**src/rtl/button_press_decoder_pkg.sv**
```systemverilog
// Shared alarm-clock definitions: button FSM state encodings and the nominal tick rate.
package alarm_clock_defs;

  typedef enum logic [1:0] {
    BTN_ST_IDLE    = 2'd0,
    BTN_ST_PRESSED = 2'd1,
    BTN_ST_HELD    = 2'd2
  } btn_state_t;

  localparam int unsigned DEFAULT_TICK_HZ = 200;

endpackage

```
**src/rtl/button_press_decoder.sv**
```systemverilog
// Turns a debounced button level into press/release/long-press/auto-repeat pulses.
// Auto-repeat is built only when BTN_AUTOREPEAT_EN is defined; release is a reserved word, hence release_pulse.
module button_press_decoder
  import alarm_clock_defs::*;
#(
  parameter int unsigned HOLD_TICKS   = 200,
  parameter int unsigned REPEAT_TICKS = 40
) (
  input  logic clk,
  input  logic reset,
  input  logic tick,
  input  logic btn_in,
  output logic press,
  output logic release_pulse,
  output logic long_press,
  output logic rpt,
  output logic held
);

  localparam int unsigned CNT_MAX = (HOLD_TICKS > REPEAT_TICKS) ? HOLD_TICKS : REPEAT_TICKS;
  localparam int unsigned CNT_W   = $clog2(CNT_MAX);
  localparam logic [CNT_W-1:0] HOLD_LAST = CNT_W'(HOLD_TICKS - 1);
`ifdef BTN_AUTOREPEAT_EN
  localparam logic [CNT_W-1:0] RPT_LAST  = CNT_W'(REPEAT_TICKS - 1);
`endif

  btn_state_t       state;
  logic [CNT_W-1:0] cnt;

  always_ff @(posedge clk) begin
    if (reset) begin
      state         <= BTN_ST_IDLE;
      cnt           <= '0;
      press         <= 1'b0;
      release_pulse <= 1'b0;
      long_press    <= 1'b0;
      rpt           <= 1'b0;
      held          <= 1'b0;
    end else begin
      press         <= 1'b0;
      release_pulse <= 1'b0;
      long_press    <= 1'b0;
      rpt           <= 1'b0;
      case (state)
        BTN_ST_IDLE: begin
          if (btn_in) begin
            press <= 1'b1;
            cnt   <= '0;
            held  <= 1'b1;
            state <= BTN_ST_PRESSED;
          end
        end
        // Release is tested first so it beats a coincident threshold tick.
        BTN_ST_PRESSED: begin
          if (!btn_in) begin
            release_pulse <= 1'b1;
            cnt           <= '0;
            held          <= 1'b0;
            state         <= BTN_ST_IDLE;
          end else if (tick) begin
            if (cnt == HOLD_LAST) begin
              long_press <= 1'b1;
              cnt        <= '0;
              state      <= BTN_ST_HELD;
            end else begin
              cnt <= cnt + CNT_W'(1);
            end
          end
        end
        BTN_ST_HELD: begin
          if (!btn_in) begin
            release_pulse <= 1'b1;
            cnt           <= '0;
            held          <= 1'b0;
            state         <= BTN_ST_IDLE;
          end else begin
`ifdef BTN_AUTOREPEAT_EN
            if (tick) begin
              if (cnt == RPT_LAST) begin
                rpt <= 1'b1;
                cnt <= '0;
              end else begin
                cnt <= cnt + CNT_W'(1);
              end
            end
`endif
          end
        end
        default: begin
          cnt   <= '0;
          held  <= 1'b0;
          state <= BTN_ST_IDLE;
        end
      endcase
    end
  end

endmodule
```
**config.mk**
```make
export PLATFORM = sky130hd
export DESIGN_NAME = button_press_decoder
export DESIGN_NICKNAME = d
export VERILOG_FILES = /design/src/rtl/button_press_decoder_pkg.sv /design/src/rtl/button_press_decoder.sv
export SDC_FILE = /design/constraint.sdc
export NUM_CORES = 1
export LEC_CHECK = 0
export BUFFER_PORTS_ARGS = -buffer_cell sky130_fd_sc_hd__buf_2
export CORE_AREA = 2 2 40 42
export CTS_CLUSTER_SIZE = 28
export DETAILED_ROUTE_END_ITERATION = 7
export DIE_AREA = 0 0 42 44
export GPL_TIMING_DRIVEN = 0
export PLACE_DENSITY = 0.79
export SYNTH_ARGS = -nofsm -noshare
export SYNTH_HDL_FRONTEND = slang
export SYNTH_SLANG_ARGS = --single-unit
export TNS_END_PERCENT = 50
```
**constraint.sdc**
```tcl
create_clock -name clk -period 1.9 [get_ports clk]
set_input_delay 0 -clock clk [delete_from_list [all_inputs] [get_ports clk]]
set_output_delay 0 -clock clk [all_outputs]
set_load 0.05 [all_outputs]
```
# Word level (Yosys, flattened, before mapping)
# Cells that the tools add are included.
[word_totals] reg_bits=14 inputBits=4 output_inout_bits=5 elab_cells=46
[op_classes] addsub=1 eq_ne=8 n_reduce_logical=8 mux=18 bitwise=5
[ops] operator="$mux 8" n=5
[ops] operator="$pmux 8 s3" n=1
[ops] operator="$mux 2" n=5
[ops] operator="$add 8x1->8 const B" n=1
[ops] operator="$eq 8x8->1 const B" n=1
[ops] operator="$ne 2x2->1 const B" n=3
[ops] operator="$ne 3x3->1 const B" n=2
[ops] operator="$pmux 2 s3" n=1
[ops] operator="$reduce_or 2->1" n=3
[ops] operator="$mux 1" n=5
[ops] operator="$not 1->1" n=5
[ops] operator="$reduce_and 4->1" n=1
[ops] operator="$reduce_or 4->1" n=1
[ops] operator="$reduce_and 3->1" n=1
[ops] operator="$eq 2x1->1 const B" n=1
[ops] operator="$eq 2x2->1 const B" n=1
[ops] operator="$logic_not 2->1" n=1
[ops] operator="$pmux 1 s2" n=1
[ops] operator="$reduce_and 2->1" n=1

# Logic depth before layout (Yosys ltp)
# Gate-level depths: netlist of run 1.
[depth] depth_word=5 mapped_depth=7 depth_no_buf=6

# Least setup slack after synthesis of run 1
# Ideal clock, no wire load.
[synth_timing] path_kind="register to register" start="reg state[0]" end="reg cnt[7]" t_required_ns=1.766 slack_ns=0.272 path_buffers=1 arrival_ns=1.494 stages_incl_launch_ff=8 synth_period_minus_slack_ns=1.628 setup_time_ns=0.134 path_cell_list="dfxtp_1 inv_1 ha_1 nand2b_4 o22a_4 buf_2 o41ai_1 a21oi_1"
[synth_between] elab_chain_cells=3 elab_cells_between_ends=8 classes_between="eq/ne (5); mux (1); reduce/logical (2)"
[synth_lines] item="start: declaration" line_no="button_press_decoder.sv:27" rtl="btn_state_t state;"
[synth_lines] item="start signal: assignment" line_no="button_press_decoder.sv:32" rtl="state <= BTN_ST_IDLE;"
[synth_lines] item="start signal: assignment" line_no="button_press_decoder.sv:50" rtl="state <= BTN_ST_PRESSED;"
[synth_lines] item="start signal: assignment" line_no="button_press_decoder.sv:59" rtl="state <= BTN_ST_IDLE;"
[synth_lines] item="$eq 2x1->1, or another cell as far along" line_no="button_press_decoder.sv:44" rtl="case (state)"
[synth_lines] item="$ne 3x3->1 (no source line) / $ne 2x2->1 (equally long branches)"
[synth_lines] item="$reduce_and 3->1 (no source line)"
[synth_lines] item="end signal: assignment" line_no="button_press_decoder.sv:66" rtl="cnt <= cnt + CNT_W'(1);"
[synth_lines] item="end: declaration" line_no="button_press_decoder.sv:28" rtl="logic [CNT_W-1:0] cnt;"
# Parallel ways exist; a longest one is shown, timed or not.
# A chain may end at the register's enable or synchronous reset.

# Worst setup path after layout of run 1
# Ends and elaborated chain as after synthesis.

==> results of run 1 <==
## report_power, final
part           internal (W)  total [W]  switching [W]
registers          0.000304   0.000310     0.00000666
logic             0.0000427   0.000119      0.0000759
clock network     0.0000734   0.000163      0.0000896
## per-layer routing
metal / vias to the layer above / routed length (um) / track usage (%)
met3: 0 / 46 / 6.25
met4: 0 / 0 / 3.87
met5: - / 0 / 0
met1: 294 / 623 / 17.7
li1: 313 / - / -
met2: 14 / 747 / 32.5
## state kept, by name, indices dropped and copies added, names as in the netlist
register / cells
cnt: 8
state: 2
held: 1
long_press: 1
press: 1
release_pulse: 1
## worst max-delay path, delay by kind of cell (launching register included)
kind            cells  cell delay, ps
compound gates      3             700
fa+ha+maj           1             200
buf+inv             2             290
flops               1             370
simple gates        1             140
## kinds of logic after synthesis
logic type,Yosys count
compound gates,23
flops,14
buf+inv,7
xor+xnor,1
simple gates,32
fa+ha+maj,5
other cells,1
## worst max path at each step
stage              from  endpoint  slack (ps)  cells after the start
6_report       state[0]    cnt[7]          80                      7
5_1_grt        state[1]    cnt[7]         -10                      7
4_1_cts        state[0]    cnt[0]          30                      7
3_5_place_dp   state[1]    cnt[0]          50                      7
3_3_place_gp   state[1]    cnt[0]          80                      7
2_1_floorplan  state[0]    cnt[7]         270                      7
## cell usage after synthesis, drive strengths merged (2+ instances only)
library cell	count	area share, %
nand3b	2	2.1
nor2	8	4.1
dfxtp	14	39
a21oi	9	6.2
nor3b	2	2.1
inv	3	1.6
buf	3	3.3
nand2	6	3.1
nand4	2	1.7
o21ai	6	4.1
ha	5	8.6
or3	4	3.5
## what timing repair did
action | CTS | global route
resized for setup | 0 | 2
hold buffers | 2 | 0
endpoints found under the hold margin | 2 | 0
setup endpoints to repair | 0 | 6
## layout make-up
| type | instances | area (sq um) | area share (%) |
|---|---|---|---|
| multi-input combinational | 62 | 417 | 50.6 |
| sequential | 14 | 280 | 34.0 |
| timing repair buffer | 7 | 45.0 | 5.47 |
| buffer | 4 | 27.5 | 3.34 |
| clock buffer | 3 | 22.5 | 2.74 |
| tap | 16 | 20.0 | 2.43 |
| inverter | 3 | 11.3 | 1.37 |
## metrics by stage
stage,power [W],hold WS (ps),cell area [sq um]
final,0.000592,63.7,823
after floorplan,0.000407,169,724
after CTS,0.000597,58.9,812
after global routing,0.000623,83.2,823
after detailed placement,0.000431,231,769
after global placement,0.000429,228,769
==> metrics.txt, run 1 <==
status finished, final reports clean; Synth Area in Compound Gates between 20% and 30%; total nets after synthesis 92; final std cells w/o fill ~110; commonest cells after routing, fill and taps aside dfxtp_1, a21oi_1, nor2_1; clock skew around 8.7 ps; Worst Setup End Kind flop; critical path type reg2reg; share of async-settable or async-resettable flops after synthesis 0%; number of port buffers 5; Leakage 0.294 nW; Synth Register Bits 14; total congestion overflow 0; Worst Hold Endpoint press; hold depth 2; Critical Path Start Type flop; post-synthesis xor/xnor area fraction between 1 and 1.5%; die extent in x 42 um; pre-CTS setup slack roughly 47 ps; CTS root buf clkbuf_4; n_diodes 0; DR vias just over 600; clock-pin slew on the worst setup and hold paths approximately 80 ps; Slew Viols, Final 0; Worst Setup Slack, final 80.7 ps; RR Endpoint cnt[7]; DR pass1 iterations 4; R2R cell count 7; EDFF count, synth 0; post-route setup TNS 0 ps; GRT Overall Usage 17.0%; clk sinks 14; die area 1850 sq um; synth warn 0; minimum clock period about 1800 ps; Final #Nets between 100 and 150; r2r setup slk around 80 ps; Util after Layout 58.0%; CP max stage delay between 300 and 400 ps; dpl cells 104; Hold Crit Start reset; DRC 0; VDD IR max just under 0.6 mV; part of the Yosys area used for sequential elements around 39%; initial core utilization 51.1%; Worst-Skew Late Latency roughly 280 ps; proportion of synthesized area in mux cells 0%; vias in the first global route ~620; most common library cell in the layout ignoring fill and taps dfxtp_1; Synth Area in Adders 8.64%; Cells after Synth slightly above 80; layout cell share with drive strength beyond 1 between 10% and 20%; Syn-to-layout area delta 13.6%; final hold vios 0; # setup viols final 0; number of max-cap violations 0; pin count of the biggest net entering global routing 11; global-route wire length before repair approximately 2.4 mm; clk buf depth 2; drt via density approximately 5.7; PwrDens 719 nW/um^2; Yosys cell types 33; main combinational cell family by area after synthesis simple AND/OR/NAND/NOR gates; CTS tree yes; Cell Area, Synth between 700 and 800 sq um; Final period util 95.8%; core area between 1000 and 1500 sq um; FP Rows 14; total CTS buffers 3; final WL ~1.4 mm; CP arrival 1980 ps; Die Ht around 44 um; H-tree levels 1; Antenna Violating Nets Remaining 0; drt wl/cell approximately 13 um; Achievable Freq 0.550 GHz; crit-path cells inv_1, ha_1, nand2b_4, o22a_4, buf_2, o41ai_2, a21oi_1; critical path's slowest cell dfxtp_1; placed wire-length estimate between 1 and 1.5 mm; area share of and/or/nand/nor cells after synthesis 25.4%; Req. time, crit path slightly above 2000 ps; prevailing post-synth register cell dfxtp_1; # IOs 9; postcts setup bufs 0; start of the worst register-to-register path state[0]; Filler cells 140; worst hold path class in2reg; DR iter-0 viols 7; initial antenna violation count 0; synthesized area per cell 8.73 sq um; Max FO, Critical Path 10; routability cong. 0.808
Power figures use the tool's default switching activity.
==> run 2: changes to the inputs <==
--- a/config.mk
+++ b/config.mk
@@ -6,12 +6,13 @@
 export NUM_CORES = 1
 export LEC_CHECK = 0
 export BUFFER_PORTS_ARGS = -buffer_cell sky130_fd_sc_hd__buf_2
-export CORE_AREA = 2 2 40 42
+export CORE_AREA = 2 2 39 41
+export CTS_BUF_LIST = sky130_fd_sc_hd__clkbuf_8
 export CTS_CLUSTER_SIZE = 28
 export DETAILED_ROUTE_END_ITERATION = 7
-export DIE_AREA = 0 0 42 44
+export DIE_AREA = 0 0 41 43
 export GPL_TIMING_DRIVEN = 0
-export PLACE_DENSITY = 0.79
+export PLACE_DENSITY = 0.82
 export SYNTH_ARGS = -nofsm -noshare
 export SYNTH_HDL_FRONTEND = slang
 export SYNTH_SLANG_ARGS = --single-unit
==> run 2 against run 1 <==
Sequential share of layout area shrank 0.36 points. Utilization grew 2.1 points. Flip-flop and latch count is the same. Final cell count shrank 0.92%. Critical path depth is the same. Critical path type unchanged. Largest cell class unchanged.
==> metrics.txt, run 2 (synthesized netlist as in run 1, its figures left out) <==
status finished, final reports clean; Antenna Violating Nets Remaining 0; # setup viols final 0; critical path type reg2reg; RSZ-0062 raised after global routing no; Syn-to-layout area delta 14.9%; max reg flops 8; initial core utilization around 52%; drt wl/cell around 14 um; clk buf depth 2; H-tree levels 1; clk sinks 14; Max FO, Critical Path 10; DRC 0; Achievable Freq roughly 0.58 GHz; Slew Viols, Final 0; Die Ht about 43 um; core area ~1400 sq um; global-route wire length before repair 2.57 mm; die area 1760 sq um; Worst Setup End Kind flop; VDD IR max ~0.56 mV; pin count of the biggest net entering global routing 11; total congestion overflow 0; hold depth 2; clock skew between 5 and 6 ps; Leakage slightly below 0.3 nW; # IOs 9; postcts setup bufs 0; worst hold path class in2reg; number of port buffers 5; n_diodes 0; R2R cell count 7; clock-pin slew on the worst setup and hold paths 60 ps; commonest cells after routing, fill and taps aside dfxtp_1, a21oi_1, nor2_1; final hold vios 0; CP arrival 1850 ps; initial antenna violation count 0; die extent in x 41 um; Final period util about nine tenths; most common library cell in the layout ignoring fill and taps dfxtp_1; overall power between 0.0006 and 0.0007 W; vias in the first global route roughly 630; number of max-cap violations 0; FP Rows 14; layout cell share with drive strength beyond 1 between 15 and 20%; post-route setup TNS 0 ps; Critical Path Start Type flop; Largest Register cnt; CTS tree yes; DR vias around 600; PwrDens 812 nW/um^2; drt via density approximately 5.7; Worst-Skew Late Latency 250 ps; minimum clock period approximately 1700 ps; Regs by FF count cnt x8, state x2; total CTS buffers 3; DR iter-0 viols 11; routability cong. between 0.7 and 0.8; DR pass1 iterations 4; GRT Overall Usage 21.5%; CTS root buf clkbuf_8; placed wire-length estimate ~1.1 mm; Final #Nets a little over 100; Req. time, crit path 2030 ps; final WL around 1.5 mm
## run 2: changes by cell type in the layout (fill, tap and decap cells not counted)
cell           change
dlygate4sd3_1      -1
clkbuf_4           -3
clkbuf_8           +3
## run 2: final cells by class
cell class                      count  area [sq um]
Buffer                              4          27.5
Clock buffer                        3          41.3
Fill cell                         127           552
Inverter                            3          11.3
Multi-Input combinational cell     62           417
Sequential cell                    14           280
Tap cell                           16          20.0
Timing Repair Buffer                6          35.0
## run 2: stage by stage
| stage | instances | utilization [%] | worst slack [ps] | area [sq um] | hold WS, ps |
|---|---|---|---|---|---|
| 3_3_place_gp | 104 | 55.6 | 83.8 | 769 | 230 |
| 2_1_floorplan | 83 | - | 272 | 724 | 169 |
| 4_1_cts | 108 | 59.3 | 19.9 | 821 | 29.5 |
| 3_5_place_dp | 104 | 55.6 | 20.2 | 769 | 230 |
| 6_report | 108 | 60.1 | 174 | 832 | 27.9 |
| 5_1_grt | 108 | 60.1 | 67.6 | 832 | 31.1 |
## run 2: worst paths after layout
path / slack, ps / endpoint / from
max: 170 / cnt[0] / state[1]
max reg2reg: 170 / cnt[0] / state[1]
min reg2reg: 490 / cnt[1] / cnt[1]
min: 30 / long_press / tick
## run 2: routing by layer
layer / track usage (%) / vias to the layer above / routed length, um
met5: 0 / - / 0
met4: 10.0 / 0 / 34
met3: 6.28 / 5 / 32
met2: 35.3 / 8 / 761
met1: 24.0 / 289 / 651
li1: - / 312 / -
## run 2: power breakdown
group | total (W) | leakage, nW | switching, W | internal [W]
sequential | 0.000311 | 0.114 | 0.00000626 | 0.000304
clock | 0.000246 | 0.0216 | 0.000105 | 0.000140
combinational | 0.000119 | 0.162 | 0.0000774 | 0.0000418
## run 2: worst max-delay path, cell delays in order, from the launching register on
cell      delay, ps
dfxtp_1         330
inv_1            80
ha_1            230
nor2b_1         170
o22a_4          210
buf_2           190
o21bai_2        290
nor2_1           80
## run 2: timing repair
item / in CTS / in global routing
endpoints found under the setup margin: 0 / 6
hold buffers: 1 / 0
hold endpoints to repair: 1 / 0
gates resized for setup: 0 / 2
